===== src/rtl/register_file.sv =====
// MIPS architectural register file: two combinational read ports, one write
// port, hardwired-zero r0, and a valid/ready debug dump engine.
module register_file #(
  parameter int DATA_WIDTH = 32,
  parameter int ADDR_WIDTH = 5
) (
  input  logic                  CLK,
  input  logic                  RST_N,
  input  logic [ADDR_WIDTH-1:0] read_addr_a,
  input  logic [ADDR_WIDTH-1:0] read_addr_b,
  output logic [DATA_WIDTH-1:0] read_data_a,
  output logic [DATA_WIDTH-1:0] read_data_b,
  input  logic                  reg_write,
  input  logic [ADDR_WIDTH-1:0] write_addr,
  input  logic [DATA_WIDTH-1:0] write_data,
  input  logic                  dump_req,
  input  logic                  dump_ready,
  output logic                  dump_valid,
  output logic [ADDR_WIDTH-1:0] dump_addr,
  output logic [DATA_WIDTH-1:0] dump_data,
  output logic                  dump_busy,
  output logic                  dump_done
);

  localparam int NUM_REGS = 2 ** ADDR_WIDTH;
  localparam logic [ADDR_WIDTH-1:0] LAST_IDX = '1;
  localparam logic [ADDR_WIDTH-1:0] IDX_ONE  = ADDR_WIDTH'(1);

  typedef enum logic {
    IDLE = 1'b0,
    RUN  = 1'b1
  } state_t;

  logic [DATA_WIDTH-1:0] regs_r [NUM_REGS];
  state_t                state_r, state_s;
  logic [ADDR_WIDTH-1:0] idx_r, idx_s;
  logic                  done_r, done_s;

  // Register array; r0 is never written so it stays zero after reset.
  always_ff @(posedge CLK or negedge RST_N) begin
    if (!RST_N) begin
      for (int i = 0; i < NUM_REGS; i++) begin
        regs_r[i] <= '0;
      end
    end else if (reg_write && (write_addr != '0)) begin
      regs_r[write_addr] <= write_data;
    end
  end

  // Read ports: no write bypass, r0 forced to zero.
  always_comb begin
    read_data_a = '0;
    read_data_b = '0;
    if (read_addr_a != '0) begin
      read_data_a = regs_r[read_addr_a];
    end else begin
      read_data_a = '0;
    end
    if (read_addr_b != '0) begin
      read_data_b = regs_r[read_addr_b];
    end else begin
      read_data_b = '0;
    end
  end

  // Dump FSM state, beat index and completion pulse.
  always_ff @(posedge CLK or negedge RST_N) begin
    if (!RST_N) begin
      state_r <= IDLE;
      idx_r   <= '0;
      done_r  <= 1'b0;
    end else begin
      state_r <= state_s;
      idx_r   <= idx_s;
      done_r  <= done_s;
    end
  end

  // Dump next-state logic; dump_req is only honoured from IDLE.
  always_comb begin
    state_s = state_r;
    idx_s   = idx_r;
    done_s  = 1'b0;
    case (state_r)
      IDLE: begin
        if (dump_req) begin
          state_s = RUN;
          idx_s   = '0;
        end else begin
          state_s = IDLE;
        end
      end
      RUN: begin
        if (dump_ready) begin
          if (idx_r == LAST_IDX) begin
            state_s = IDLE;
            idx_s   = '0;
            done_s  = 1'b1;
          end else begin
            idx_s = idx_r + IDX_ONE;
          end
        end else begin
          idx_s = idx_r;
        end
      end
      default: begin
        state_s = IDLE;
        idx_s   = '0;
      end
    endcase
  end

  // Beat outputs track current register contents while running.
  always_comb begin
    dump_valid = 1'b0;
    dump_busy  = 1'b0;
    dump_addr  = '0;
    dump_data  = '0;
    if (state_r == RUN) begin
      dump_valid = 1'b1;
      dump_busy  = 1'b1;
      dump_addr  = idx_r;
      dump_data  = regs_r[idx_r];
    end else begin
      dump_valid = 1'b0;
      dump_busy  = 1'b0;
    end
  end

  assign dump_done = done_r;

endmodule


===== config.mk =====
export PLATFORM = sky130hd
export DESIGN_NAME = register_file
export DESIGN_NICKNAME = d
export VERILOG_FILES = /design/src/rtl/register_file.sv
export SDC_FILE = /design/constraint.sdc
export NUM_CORES = 2
export LEC_CHECK = 0
export BUFFER_PORTS_ARGS = -buffer_cell sky130_fd_sc_hd__buf_2
export CORE_ASPECT_RATIO = 1.4
export CORE_UTILIZATION = 40
export CTS_BUF_LIST = sky130_fd_sc_hd__clkbuf_4
export DETAILED_ROUTE_END_ITERATION = 8
export HOLD_SLACK_MARGIN = 0.06
export SYNTH_ARGS = -nofsm -noshare
export SYNTH_HDL_FRONTEND = slang
export SYNTH_SLANG_ARGS = --single-unit
export TNS_END_PERCENT = 100

===== constraint.sdc =====
create_clock -name CLK -period 4.74 [get_ports CLK]
set_input_delay 0.711 -clock CLK [delete_from_list [all_inputs] [get_ports CLK]]
set_output_delay 0.711 -clock CLK [all_outputs]
set_load 0.02 [all_outputs]

==> run metrics <==
status=finished clean; CP Data Required Time=approximately 4.0 ns; Worst-path clk slew=around 0.060 ns; row count=~170; #FFs+latches synth=1031; Post-synth ARST share=between 90% and 100%; fillers=between 10000 and 15000; drt pass-1 iters=5; Max Freq=around 220 MHz; Post-Place Setup Slack=0.7894 ns; wire length on met1=88.43 mm; final setup fails=0; met3 WL=between 15 and 20 mm; highest routed layer=met5; slack of the critical path=0.1432 ns; Detail Route Antenna Nets=0; Crit Path Class=flip-flop to output port; Area Growth Syn to Fin=11.09%; port buffer count=between 150 and 200; initial drt markers=just over 4000; Period minus WS final=~4.6 ns; die width=roughly 340 microns; fin. max-slew vios=0; Max Clock Skew=between 0.02 and 0.03 ns; Seq/Total Area, Yosys=between 40% and 50%; crit path max fanout=54; Tcrit/Tclk final=between 90% and 100%; Unique masters post-synth=36; Mapped Avg Cell Area=~15 sq um; gr usage total=27.22%; Setup TNS Final=0 ns; Hold Path Class=primary input to flip-flop; metal2 WL=101.8 mm; Vias=~44000; Core Area=between 150000 and 200000 sq um; EDFF count, synth=0; power share of the clock group=24.5%; clk_lat worst skew=roughly 1.3 ns; CTS tree=yes; clock sink count=~1000; share of layout cells above drive strength 1=a little under three fifths; Final Instance Area=slightly above 70000 sq um; Worst VDD drop=0.3867 mV; warnings from Yosys=0; Rel. slew slack=between 20 and 25%; Max Cap Violations=0; Logic pwr share=between 30% and 40%; CTS buffer count=about 290; Placer Congestion=roughly 0.81; switching power=between 10 and 15 mW; via count of the first global-routing pass=45202; PD cells=roughly 450 nW/um^2; crit path capture type=output port; clk buf depth=4; Final Hold Viols=0; Final nets=between 4000 and 5000; Root Buffer Master=clkbuf_4; Synth Instances=between 4000 and 5000; first-pass GRT wire length=318.6 mm; Worst Max-Slew Pin Slew=~1.2 ns; DRC Markers=0; largest net degree at the start of global routing=86; GRT overflow=0; Int Pwr=approximately 20 mW; routed vias/inst=between 6 and 7; Critical Path AT=between 3 and 4 ns; sequential fraction of design power=between 30 and 40%; Net Sw Frac=a little over a third; syn nets=between 4000 and 5000; CP Launch Type=flip-flop; synthesized area=roughly 63000 sq um; WL/cell=about 33 microns; leak pwr=between 30 and 40 nW; die area=160100 sq um; initial antenna violation count=16; H-tree Lvls=5; die height=approximately 470 microns; DP Area=66590 sq um; initial core utilization=40.36%; I/O Pins=roughly 160; unrepaired setup endpoints after global routing=false; Routed WL=roughly 220 mm; predominant post-synthesis flop cell=dfrtp_1; hpwl dp=roughly 130 mm
## power groups by stage
stage	Sequential, mW	Combinational (mW)	Clock [mW]
after floorplan	11.6	8.18	0
after global placement	12.3	11.0	0
after detailed placement	12.4	11.1	0
after CTS	12.2	11.4	7.92
after global routing	12.5	12.1	8.34
final	12.3	11.4	7.71
## state kept, by name, indices dropped and copies added (netlist names)
register and count:
dump_done 1, idx_r 5, regs_r 1024, state_r 1
## area by class of cell
cell class              instances  area [sq um]  share of cell area, %
diodes                          3         7.507                0.01066
clock buffers                 399          2995                  4.253
clock inverters                53         201.4                 0.2860
inverters                       9         43.79                0.06218
multi-input cells            2721         35280                  50.09
flip-flops and latches       1031         25810                  36.65
well taps                    2088          2613                  3.709
repair buffers                371          3476                  4.935
## layer usage
layer	vias to the layer above	track usage, %
met1	23679	36.47
li1	17325	-
met3	526	5.949
met5	-	0
met4	18	12.40
met2	2209	42.30
## cells in the final DEF, fill, tap and decap left out, drive strengths merged, types with 7 or more instances in the layout
cell type       n
mux4          702
o31ai          27
dlygate4sd3    36
o22ai          41
a211oi         71
a21oi          72
a22oi          25
nand2b         10
nor2b          15
mux2i         279
nor3           11
clkinv         57
dfrtp        1031
o221ai         48
mux2         1129
buf           334
nand2          73
a221o          32
o21ai          31
clkbuf        400
nand3           7
a221oi          7
nor2          123
## path summary, 6_finish.rpt
kind	startpoint	to	slack, ns	cells past startpoint
max in group asynchronous	RST_N	regs_r[596]	3.67	4
min reg2reg	regs_r[1001]	regs_r[1001]	0.39	0
min	write_addr[4]	regs_r[271]	0.23	4
max	idx_r[2]	dump_data[17]	0.14	7
max reg2reg	idx_r[4]	idx_r[3]	2.04	7
min in group asynchronous	RST_N	regs_r[353]	0.25	3
## cell families after synthesis
group | after synthesis | synth area share [%]
AO/OA/AOI/OAI | 354 | 3.939
AND/OR/NAND/NOR | 254 | 1.721
flip-flops | 1031 | 40.69
multiplexers | 2110 | 49.39
buffers and inverters | 526 | 4.197
adder cells (fa/ha/maj) | 3 | 0.05921
## synthesized netlist by cell type (all sizes together), types with 41 or more instances
library cell  count  share of area, %
mux2           1129                20
a211oi           71              0.84
o221ai           48              0.66
nand2            73              0.43
mux4            702                25
mux2i           279               4.4
dfrtp          1031                41
nor2            123              0.73
a21oi            72              0.57
clkbuf          245               1.5
buf             272               2.7
o22ai            41              0.40
## worst max-delay path, stage by stage (launching register included)
cell and delay, ns:
dfrtp_1 0.51, inv_6 0.33, buf_12 0.48, mux2i_1 0.25, nor2_1 0.14, a211oi_1 0.06
a211oi_1 0.49, buf_2 0.27
## metrics by stage
| step | total power, mW | instances | hold WS, ns | utilization, % |
|---|---|---|---|---|
| CTS | 31.55 | 6672 | 0.09920 | 44.83 |
| floorplan | 19.82 | 4278 | 0.4154 | - |
| global route | 32.91 | 6673 | 0.2135 | 44.83 |
| global placement | 23.30 | 6169 | 0.3781 | 42.38 |
| detailed placement | 23.51 | 6169 | 0.3833 | 42.38 |
| finish | 31.42 | 6675 | 0.2319 | 44.83 |
## repair_timing
action                                  in CTS  in global routing
resized for setup                            8                  1
endpoints found under the hold margin     1592                  0
pin swaps                                    2                  0
setup buffers                               14                  0
hold buffers                                37                  0
endpoints found under the setup margin      32                  1
Power figures use the tool's default switching activity.
